$ cat src/rtl/axil_pkg.sv
// Shared state encoding and AXI response codes for the AXI4-Lite master controller.
package axil_pkg;

  typedef enum logic [2:0] {
    IDLE,
    WADDR_DATA,
    WRESP,
    RADDR,
    RDATA,
    RESP
  } state_t;

  localparam logic [1:0] OKAY   = 2'b00;
  localparam logic [1:0] EXOKAY = 2'b01;
  localparam logic [1:0] SLVERR = 2'b10;
  localparam logic [1:0] DECERR = 2'b11;

  // States in which the controller is waiting on the slave.
  function automatic logic is_waiting(input state_t s);
    return (s == WADDR_DATA) || (s == WRESP) || (s == RADDR) || (s == RDATA);
  endfunction

endpackage

$ cat src/rtl/axil_master_ctrl.sv
// Single-outstanding AXI4-Lite master bridging a one-beat command/response port onto the five AXI channels.
// Defining AXIL_TIMEOUT_EN adds a slave-wait watchdog that completes a stuck transaction with SLVERR.
module axil_master_ctrl
  import axil_pkg::*;
#(
  parameter int         ADDR_WIDTH     = 32,
  parameter int         DATA_WIDTH     = 32,
  parameter logic [2:0] PROT           = 3'b000,
  parameter int         TIMEOUT_CYCLES = 256
) (
  input  logic                    clk,
  input  logic                    rst,
  input  logic                    cmd_valid,
  output logic                    cmd_ready,
  input  logic                    cmd_write,
  input  logic [ADDR_WIDTH-1:0]   cmd_addr,
  input  logic [DATA_WIDTH-1:0]   cmd_wdata,
  input  logic [DATA_WIDTH/8-1:0] cmd_wstrb,
  output logic                    rsp_valid,
  output logic [1:0]              rsp_resp,
  output logic [DATA_WIDTH-1:0]   rsp_rdata,
  output logic [ADDR_WIDTH-1:0]   m_axi_awaddr,
  output logic [2:0]              m_axi_awprot,
  output logic                    m_axi_awvalid,
  input  logic                    m_axi_awready,
  output logic [DATA_WIDTH-1:0]   m_axi_wdata,
  output logic [DATA_WIDTH/8-1:0] m_axi_wstrb,
  output logic                    m_axi_wvalid,
  input  logic                    m_axi_wready,
  input  logic [1:0]              m_axi_bresp,
  input  logic                    m_axi_bvalid,
  output logic                    m_axi_bready,
  output logic [ADDR_WIDTH-1:0]   m_axi_araddr,
  output logic [2:0]              m_axi_arprot,
  output logic                    m_axi_arvalid,
  input  logic                    m_axi_arready,
  input  logic [DATA_WIDTH-1:0]   m_axi_rdata,
  input  logic [1:0]              m_axi_rresp,
  input  logic                    m_axi_rvalid,
  output logic                    m_axi_rready
);

  state_t                    state;
  state_t                    state_next;
  logic [ADDR_WIDTH-1:0]     addr_reg;
  logic [DATA_WIDTH-1:0]     wdata_reg;
  logic [DATA_WIDTH/8-1:0]   wstrb_reg;
  logic                      aw_done;
  logic                      w_done;
  logic [1:0]                resp_reg;
  logic [DATA_WIDTH-1:0]     rdata_reg;
  logic                      timeout;

`ifdef AXIL_TIMEOUT_EN
  localparam int CNT_WIDTH = $clog2(TIMEOUT_CYCLES + 1);
  logic [CNT_WIDTH-1:0] wait_cnt;

  always_ff @(posedge clk) begin
    if (rst || (state_next != state)) begin
      wait_cnt <= '0;
    end else if (is_waiting(state)) begin
      wait_cnt <= wait_cnt + 1'b1;
    end
  end

  assign timeout = is_waiting(state) && (wait_cnt == CNT_WIDTH'(TIMEOUT_CYCLES));
`else
  logic [31:0] unused_timeout_cfg;
  assign unused_timeout_cfg = TIMEOUT_CYCLES;
  assign timeout            = 1'b0;
`endif

  // Handshake outputs are pure functions of state so payloads and VALIDs never glitch mid-beat.
  always_comb begin
    state_next    = state;
    cmd_ready     = 1'b0;
    m_axi_awvalid = 1'b0;
    m_axi_wvalid  = 1'b0;
    m_axi_bready  = 1'b0;
    m_axi_arvalid = 1'b0;
    m_axi_rready  = 1'b0;
    rsp_valid     = 1'b0;
    case (state)
      IDLE: begin
        cmd_ready = 1'b1;
        if (cmd_valid) state_next = cmd_write ? WADDR_DATA : RADDR;
      end
      WADDR_DATA: begin
        m_axi_awvalid = !aw_done && !timeout;
        m_axi_wvalid  = !w_done && !timeout;
        if (timeout) state_next = RESP;
        else if ((aw_done || m_axi_awready) && (w_done || m_axi_wready)) state_next = WRESP;
      end
      WRESP: begin
        m_axi_bready = !timeout;
        if (timeout || m_axi_bvalid) state_next = RESP;
      end
      RADDR: begin
        m_axi_arvalid = !timeout;
        if (timeout) state_next = RESP;
        else if (m_axi_arready) state_next = RDATA;
      end
      RDATA: begin
        m_axi_rready = !timeout;
        if (timeout || m_axi_rvalid) state_next = RESP;
      end
      RESP: begin
        rsp_valid  = 1'b1;
        state_next = IDLE;
      end
      default: state_next = IDLE;
    endcase
  end

  always_ff @(posedge clk) begin
    if (rst) begin
      state     <= IDLE;
      addr_reg  <= '0;
      wdata_reg <= '0;
      wstrb_reg <= '0;
      aw_done   <= 1'b0;
      w_done    <= 1'b0;
      resp_reg  <= OKAY;
      rdata_reg <= '0;
    end else begin
      state <= state_next;
      if (timeout) begin
        resp_reg  <= SLVERR;
        rdata_reg <= '0;
      end else begin
        case (state)
          IDLE: begin
            if (cmd_valid) begin
              addr_reg  <= cmd_addr;
              wdata_reg <= cmd_wdata;
              wstrb_reg <= cmd_wstrb;
              aw_done   <= 1'b0;
              w_done    <= 1'b0;
            end
          end
          WADDR_DATA: begin
            if (m_axi_awready) aw_done <= 1'b1;
            if (m_axi_wready)  w_done  <= 1'b1;
          end
          WRESP: begin
            if (m_axi_bvalid) begin
              resp_reg  <= m_axi_bresp;
              rdata_reg <= '0;
            end
          end
          RDATA: begin
            if (m_axi_rvalid) begin
              resp_reg  <= m_axi_rresp;
              rdata_reg <= m_axi_rdata;
            end
          end
          default: ;
        endcase
      end
    end
  end

  assign m_axi_awaddr = addr_reg;
  assign m_axi_araddr = addr_reg;
  assign m_axi_awprot = PROT;
  assign m_axi_arprot = PROT;
  assign m_axi_wdata  = wdata_reg;
  assign m_axi_wstrb  = wstrb_reg;
  assign rsp_resp     = resp_reg;
  assign rsp_rdata    = rdata_reg;

endmodule
$ cat config.mk
export PLATFORM = sky130hd
export DESIGN_NAME = axil_master_ctrl
export DESIGN_NICKNAME = d
export VERILOG_FILES = /design/src/rtl/axil_pkg.sv /design/src/rtl/axil_master_ctrl.sv
export SDC_FILE = /design/constraint.sdc
export NUM_CORES = 1
export LEC_CHECK = 0
export ABC_AREA = 1
export CORE_MARGIN = 2
export CORE_UTILIZATION = 35
export CTS_CLUSTER_SIZE = 20
export DETAILED_ROUTE_END_ITERATION = 10
export PLACE_DENSITY_LB_ADDON = 0.2
export SLEW_MARGIN = 20
export SYNTH_ARGS = -nofsm -noshare
export SYNTH_HDL_FRONTEND = slang
export SYNTH_SLANG_ARGS = --single-unit
$ cat constraint.sdc
create_clock -name clk -period 1.4 [get_ports clk]
set_clock_uncertainty 0.1 [all_clocks]
set_input_delay 0.14 -clock clk [delete_from_list [all_inputs] [get_ports clk]]
set_output_delay 0.14 -clock clk [all_outputs]
set_load 0.01 [all_outputs]
==> flow_summary.yaml, run 1 <==
outcome:
  status: "complete, but fails checks"
  violations: "negative setup slack"
clocking:
  cts.clk_slew.worst_paths_ns: 0.07
  clock_sinks: 107
  clock_latency_ns: 0.34
  cts_buffer_depth: 2
  cts_root_buffer: "clkbuf_16"
  cts_tree: "built"
  cts_inserted_buffers: 9
  htree_levels: 3
logic_synthesis:
  syn_area_per_cell_sq_um: 7.17
  yosys_warnings: 0
  yosysSeqAreaShare: 0.457
  ys_ff_latch: 107
  synthCells: 654
  synth.distinct_cells: 25
  netlist_area_sq_mm: 0.00469
floorplanning:
  start_util: 0.356
  die_y_um: 120
  num_rows: 42
  coreArea_sq_mm: 0.0132
  die_w_um: 120
  ios: 260
  die-area_sq_mm: 0.0143
finish:
  diodes: 0
  fin_util: 0.673
  drive_above_1_share: 0.307
  area_growth_pct: 89.3
  fin_nets: 1007
  layout_commonest_cell: "dlygate4sd2_1"
  final_cell_mix: "dlygate4sd2_1 (134), nand2_1 (121), clkdlybuf4s50_1 (110), dfxtp_1 (103)"
timing:
  period_share: 1.12
  hold_violations: 0
  setup_slack_ns: -0.174
  max_clock_freq_mhz: 635
  finalSetupTns_ns: -12.11
  whs_ns: 0.121
  rsz0062_at_grt: "yes"
  period_minus_slack_ns: 1.57
  setup_violations: 110
  drv_slew: 0
route:
  ant_nets: 0
  viasPerCell: 4.80
  wire_per_inst_um: 16.5
  wl_um: 17700
  dr.pass1.iters: 4
  drc: 0
  initialDrtViolationCount: 211
  vias: 5159
worst_setup_path:
  arrival_ns: 1.74
  cp-endpoint: "m_axi_araddr[18]$_SDFFE_PP0P_"
  startpoint: "state[2]$_SDFFE_PP0P_"
  rr_startpoint: "state[2]$_SDFFE_PP0P_"
  cp.required_ns: 1.57
  worstSetupStartpointType: "flip-flop"
  critPathCaptureType: "flip-flop"
  rrSetupSlack_ns: -0.17
  worstPathMaxFanout: 5
  path_class: "reg -> reg"
  rr_endpoint: "m_axi_araddr[18]$_SDFFE_PP0P_"
  ff2ff_path_depth: 8
power:
  ir_worst_vdd_uv: 1150
  powerDensity_mw_per_mm2: 1930
  p_leak_nw: 4.15
place:
  gp_congestion: 0.808
  hpwl_um: 10200
  portBuffers: 253
  pre_cts_ws_ns: -0.248
grt:
  grt_pass1_wl_um: 24200
  gr-total-overflow: 0
  antenna_found_initial: 0
  grt_max_degree: 49
  grt_pass1_vias: 4756
  grt_usage: 0.210
run:
  drv_cap: 0
hold_path:
  hp-class: "in -> reg"
worst max-delay path: stages (launching register included):
cell	delay [ns]
dfxtp_4	0.37
buf_6	0.12
nor3_4	0.13
buf_6	0.14
buf_12	0.13
buf_12	0.12
buf_16	0.12
nand3_2	0.08
a21oi_2	0.18
flip-flops by register name (all words and copies together) (netlist names):
register      flops
rsp_resp          2
w_done            1
m_axi_wdata      32
rsp_rdata        32
aw_done           1
m_axi_araddr     32
state             3
m_axi_wstrb       4
metrics by stage:
step / power, W / std cells / instance area [sq um]
after floorplan: 0.00856 / 659 / 4740
after global placement: 0.0114 / 1028 / 7190
after detailed placement: 0.0116 / 1028 / 7190
after CTS: 0.0151 / 1061 / 7820
after global routing: 0.0181 / 1074 / 8880
final: 0.0171 / 1074 / 8880
cell families after synthesis:
group,Yosys count,synth area share
simple gates,343,0.312
buf+inv,126,0.146
flops,107,0.457
compound gates,77,0.0843
other cells,1,0.000799
report_power, final:
part	total, W	switching (W)	internal (W)
Sequential	0.00468	0.000739	0.00394
Combinational	0.0100	0.00518	0.00485
Clock	0.00241	0.00116	0.00125
Yosys cell counts:
library cell / count / area [sq um]
inv_2: 2 / 7.51
nand2_2: 3 / 18.8
nand2_4: 1 / 11.3
nand3b_1: 2 / 15.0
o21ai_2: 2 / 17.5
nand2_1: 209 / 785
nand2_8: 1 / 20.0
a21oi_1: 73 / 365
nor3_4: 1 / 16.3
buf_6: 6 / 67.6
nor2_4: 1 / 11.3
inv_1: 40 / 150
nor2_8: 1 / 20.0
nor2_2: 3 / 18.8
nor3_1: 1 / 5.00
nor2_1: 47 / 176
conb_1: 1 / 3.75
buf_4: 38 / 285
clkbuf_1: 21 / 78.8
dfxtp_1: 107 / 2140
buf_2: 17 / 85.1
nand3_1: 73 / 365
inv_4: 2 / 12.5
o21ai_0: 1 / 5.00
o211ai_1: 1 / 7.51
layer usage:
metal  wire, um  track usage
met5          0            0
met4        461       0.0853
met1       6690        0.236
met2       9170        0.375
met3       1380       0.0575
worst min-delay path by stage:
stage	from	to	depth (start not counted)
after floorplan	m_axi_awready	aw_done$_SDFFE_PP0P_	2
after global placement	m_axi_wdata[8]$_SDFFE_PP0P_	m_axi_wdata[8]$_SDFFE_PP0P_	2
after detailed placement	m_axi_wstrb[0]$_SDFFE_PP0P_	m_axi_wstrb[0]$_SDFFE_PP0P_	2
after CTS	rst	state[2]$_SDFFE_PP0P_	2
after global routing	rst	m_axi_araddr[10]$_SDFFE_PP0P_	2
final	rst	m_axi_araddr[6]$_SDFFE_PP0P_	2
area by class of cell:
cell class / count / area (sq um)
fillers: 1109 / 4310
repair buffers: 302 / 3160
multi-input cells: 430 / 2880
flip-flops and latches: 107 / 2150
clock buffers: 10 / 239
well taps: 176 / 220
inverters: 44 / 180
clock inverters: 5 / 40.0
repair_timing:
action,CTS,global route
cloned,8,12
pin swaps,23,28
buffers inserted,10,1
hold buffers,0,0
endpoints found under the setup margin,248,112
resized for setup,226,216
Power figures use the tool's default switching activity.
==> inputs of run 2 (changes only) <==
PLACE_DENSITY = 0.82   (was unset)
PLACE_DENSITY_LB_ADDON = unset   (was 0.2)
==> run 2 against run 1 <==
The run still ends with negative setup slack left. Final area decreased by 0.73%. Hold slack got worse by 0.095 ns. Utilization decreased by 0.49 points. Die area unchanged. First-iteration DRC count increased by 13%. Setup slack got worse by 0.016 ns. Combinational power about the same. Maximum frequency decreased by 1.0%. Sequential power decreased by 3%. Non-clock buffer count increased by 1. Via count increased by 1.5%. Largest cell class unchanged.
==> flow_summary.yaml, run 2 (synthesized netlist as in run 1, its figures left out) <==
outcome:
  status: "complete, but fails checks"
  violations: "negative setup slack"
worst_setup_path:
  crit_chain: "buf_6 > nor3_4 > buf_12 > buf_12 > clkbuf_16 > nand3_2 > a21oi_2"
  critPathCaptureType: "flip-flop"
  rr_startpoint: "state[2]$_SDFFE_PP0P_"
  cp_common_cell: "buf_12"
  worst_path_max_delay_cell: "dfxtp_4"
  startpoint: "state[2]$_SDFFE_PP0P_"
  worstPathMaxFanout: 8
  crit_path_max_incr_delay_ns: 0.37
  path_buf_inv: 4
  cpLargestDelayFamily: "buffers and inverters"
  arrival_ns: 1.78
  worstSetupStartpointType: "flip-flop"
  cp.required_ns: 1.59
  path_class: "reg -> reg"
floorplanning:
  die_y_um: 120
  die_w_um: 120
  start_util: 0.356
  ios: 260
  num_rows: 42
  coreArea_sq_mm: 0.0132
  die-area_sq_mm: 0.0143
timing:
  relSlewSlack: 0.663
  hold_violations: 0
  whs_ns: 0.0253
  rsz0062_at_grt: "yes"
  max_clock_freq_mhz: 629
  period_minus_slack_ns: 1.59
  setup_slack_ns: -0.190
  drv_slew: 0
  setup_violations: 112
  period_share: 1.14
  worst_pin_slew_ns: 0.505
route:
  drc: 0
  dr.pass1.iters: 4
  viasPerCell: 4.86
  wl_um: 17800
  wire_per_inst_um: 16.5
  ant_nets: 0
  vias: 5237
  initialDrtViolationCount: 238
grt:
  grt_usage: 0.196
  antenna_found_initial: 0
  grt_pass1_wl_um: 22500
  grt_pass1_vias: 4497
  gr-total-overflow: 0
  grt_max_degree: 49
finish:
  design_area_sq_mm: 0.00881
  final_cell_mix: "nand2_1 (181), dlygate4sd2_1 (134), clkdlybuf4s50_1 (110), dfxtp_1 (104), a21oi_2 (50)"
  area_growth_pct: 87.9
  finalNonFillerCells: 1077
  fin_nets: 1009
  diodes: 0
  drive_above_1_share: 0.259
  layout_commonest_cell: "nand2_1"
  fin_util: 0.668
power:
  power_w: 0.0174
  powerDensity_mw_per_mm2: 1970
  ir_worst_vdd_uv: 1030
  p_leak_nw: 4.01
clocking:
  cts_inserted_buffers: 9
  cts_root_buffer: "clkbuf_16"
  clock_sinks: 107
  htree_levels: 3
  cts_buffer_depth: 2
  hold_buffers: 0
  cts.clk_slew.worst_paths_ns: 0.07
  cts_tree: "built"
  clock_latency_ns: 0.35
place:
  portBuffers: 253
  gp_congestion: 0.785
  hpwl_um: 9770
  post_dp_cell_area_sq_mm: 0.00719
  place_inst: 1027
hold_path:
  hp-class: "in -> reg"
  min-delay-start: "rst"
run:
  drv_cap: 0
[run 2: cell types whose count changed in the layout (fill, tap and decap cells not counted), moves of 6 or more]
cell	change
nand3_4	+16
nand3_1	-34
a21oi_1	+15
nand3_2	+18
nand2_2	-15
nand2_4	-45
a21oi_2	-15
nand2_1	+60
buf_16	-6
[run 2: worst paths after layout]
check                                       to  slack [ns]  cells past startpoint
hold / removal      rsp_rdata[14]$_SDFFE_PP0P_        0.03                      2
setup reg to reg  m_axi_wdata[22]$_SDFFE_PP0P_       -0.19                      7
setup / recovery  m_axi_wdata[22]$_SDFFE_PP0P_       -0.19                      7
hold reg to reg   m_axi_wdata[31]$_SDFFE_PP0P_        0.36                      2
[run 2: through the flow]
stage	TNS [ns]	setup WS, ns
2_1_floorplan	0	0.0114
3_3_place_gp	-17.09	-0.223
3_5_place_dp	-17.98	-0.238
4_1_cts	-13.14	-0.171
5_1_grt	-19.36	-0.255
6_report	-12.08	-0.190
[run 2: report_power, final]
part | total [W] | leakage (nW) | internal [W] | switching [W]
sequential | 0.00454 | 0.878 | 0.00393 | 0.000607
combinational | 0.0100 | 2.98 | 0.00488 | 0.00516
clock | 0.00280 | 0.156 | 0.00158 | 0.00122
[run 2: metal layers]
layer,global-route usage,vias up,wire length [um]
met3,0.0604,37,1420
met5,0,-,0
met1,0.226,2469,6840
li1,-,2506,-
met2,0.339,225,9050
met4,0.0743,0,447
[run 2: final cells by class]
class / count / area (sq um)
Fill cell: 1010 / 4380
Multi-Input combinational cell: 431 / 2740
Inverter: 44 / 180
Clock inverter: 7 / 98.8
Timing Repair Buffer: 303 / 3190
Sequential cell: 107 / 2150
Tap cell: 176 / 220
Clock buffer: 9 / 225
[run 2: timing repair]
action	4_1_cts	5_1_grt
gates resized for setup	196	175
buffers inserted	4	6
pin swaps	11	52
hold endpoints to repair	0	0
setup endpoints to repair	248	113
cloned	5	19
==> inputs of run 3 (changes only) <==
REMOVE_ABC_BUFFERS = 1   (was unset)
SETUP_SLACK_MARGIN = 0.3   (was unset)
==> run 3 against run 2 <==
The run ends with negative hold slack, negative setup slack left. Global-route usage grew 3.0 points. Maximum frequency shrank 3.2%. Count of clock-buffer cells in the layout grew 1. Die area is the same. Clock power shrank 11%. Critical path type unchanged.
==> flow_summary.yaml, run 3 (synthesized netlist as in run 1, its figures left out) <==
outcome:
  status: "complete, but fails checks"
  violations: "negative hold slack, negative setup slack"
worst_setup_path:
  arrival_ns: 1.76
  cp.required_ns: 1.52
  crit_chain: "nor3_4 > buf_6 > buf_12 > nand2_4 > clkbuf_16 > nand2_1 > a21oi_1"
  startpoint: "state[0]$_SDFFE_PP0P_"
  path_class: "reg -> reg"
  critPathCaptureType: "flip-flop"
  path_buf_inv: 3
  worst_path_max_delay_cell: "dfxtp_4"
  rr_startpoint: "state[0]$_SDFFE_PP0P_"
  cpLargestDelayFamily: "buffers and inverters"
  crit_path_max_incr_delay_ns: 0.39
  worstSetupStartpointType: "flip-flop"
  worstPathMaxFanout: 8
clocking:
  cts_tree: "built"
  cts_buffer_depth: 2
  clock_sinks: 107
  cts_inserted_buffers: 9
  htree_levels: 3
  cts_root_buffer: "clkbuf_16"
  clock_latency_ns: 0.35
  cts.clk_slew.worst_paths_ns: 0.08
grt:
  grt_pass1_wl_um: 25600
  grt_pass1_vias: 4985
  grt_usage: 0.226
  gr-total-overflow: 0
  grt_max_degree: 65
  antenna_found_initial: 0
power:
  combPwrFrac: 0.574
  powerDensity_mw_per_mm2: 1970
  power_w: 0.0169
  p_leak_nw: 3.93
  swShare: 0.418
  ir_worst_vdd_uv: 1010
  clock_power_share: 0.147
  seq_power_share: 0.279
  p_int_w: 0.00981
  power.switching_w: 0.00704
floorplanning:
  die_w_um: 120
  die_y_um: 120
  coreArea_sq_mm: 0.0132
  die-area_sq_mm: 0.0143
  start_util: 0.356
  ios: 260
  num_rows: 42
finish:
  fin_util: 0.649
  area_growth_pct: 82.6
  final_cell_mix: "nand2_1 (140), clkdlybuf4s50_1 (110), buf_2 (107), dfxtp_2 (62), buf_6 (54)"
  diodes: 0
  fin_nets: 1044
  layout_commonest_cell: "nand2_1"
  drive_above_1_share: 0.497
  n_fill_cell: 1031
timing:
  period_minus_slack_ns: 1.64
  max_clock_freq_mhz: 608
  period_share: 1.17
  rsz0062_at_grt: "yes"
  whs_ns: -0.0304
  hold_violations: 7
  drv_slew: 0
  setup_violations: 114
  setup_slack_ns: -0.244
route:
  viasPerCell: 4.89
  initialDrtViolationCount: 381
  ant_nets: 0
  drc: 0
  wire_per_inst_um: 17.4
  wl_um: 19400
  vias: 5433
  dr.pass1.iters: 5
place:
  gp_congestion: 0.818
  portBuffers: 253
  hpwl_um: 10300
hold_path:
  hp-class: "in -> reg"
  min-delay-start: "rst"
run:
  drv_cap: 0
run 3: stage by stage:
step	setup slack (ns)	instance area (sq um)	std cells	setup TNS, ns	hold WS (ns)
floorplan	-1.82	4190	577	-131.24	0.109
global placement	-0.208	7230	1033	-19.79	0.332
detailed placement	-0.243	7230	1033	-23.59	0.343
CTS	-0.147	7730	1091	-12.67	-0.0369
global route	-0.282	8560	1112	-19.58	-0.0273
finish	-0.244	8560	1112	-13.49	-0.0304
run 3: worst register-to-register path, stage by stage (launching register included):
cell	delay [ns]
dfxtp_4	0.39
nor3_4	0.21
buf_6	0.14
buf_12	0.14
nand2_4	0.14
clkbuf_16	0.22
nand2_1	0.10
a21oi_1	0.09
run 3: area by class of cell:
cell class,instances,area (sq um),area share
Timing Repair Buffer,339,3040,0.355
Multi-Input combinational cell,430,2600,0.303
Sequential cell,107,2250,0.262
Clock buffer,10,229,0.0267
Tap cell,176,220,0.0257
Inverter,44,180,0.0210
Clock inverter,6,48.8,0.00570
run 3: worst paths after layout:
kind / slack (ns) / end / cells after the start
hold reg to reg: 0.36 / m_axi_wdata[6]$_SDFFE_PP0P_ / 2
hold / removal: -0.03 / rsp_rdata[20]$_SDFFE_PP0P_ / 2
setup reg to reg: -0.24 / m_axi_wdata[11]$_SDFFE_PP0P_ / 7
setup / recovery: -0.24 / m_axi_wdata[11]$_SDFFE_PP0P_ / 7
run 3: power by group through the flow:
| stage | sequential [W] | combinational, W | clock (W) |
|---|---|---|---|
| 2_1_floorplan | 0.00496 | 0.00284 | 0 |
| 3_3_place_gp | 0.00450 | 0.00717 | 0 |
| 3_5_place_dp | 0.00452 | 0.00728 | 0 |
| 4_1_cts | 0.00456 | 0.00820 | 0.00247 |
| 5_1_grt | 0.00480 | 0.0104 | 0.00263 |
| 6_report | 0.00471 | 0.00966 | 0.00248 |
run 3: per-layer routing:
layer | part of all wire | wire (um) | GRT usage | up-vias
met4 | 0.040 | 777 | 0.102 | 0
met1 | 0.37 | 7210 | 0.259 | 2518
met3 | 0.086 | 1670 | 0.0689 | 60
li1 | - | - | - | 2567
met2 | 0.50 | 9740 | 0.386 | 288
met5 | 0 | 0 | 0 | -
run 3: timing repair:
action                                 in CTS  in global routing
setup endpoints to repair                 248                149
endpoints found under the hold margin       8                  7
setup buffers                              34                 16
pin swaps                                  22                 23
gates resized for setup                   734                163
gates cloned                                8                  5
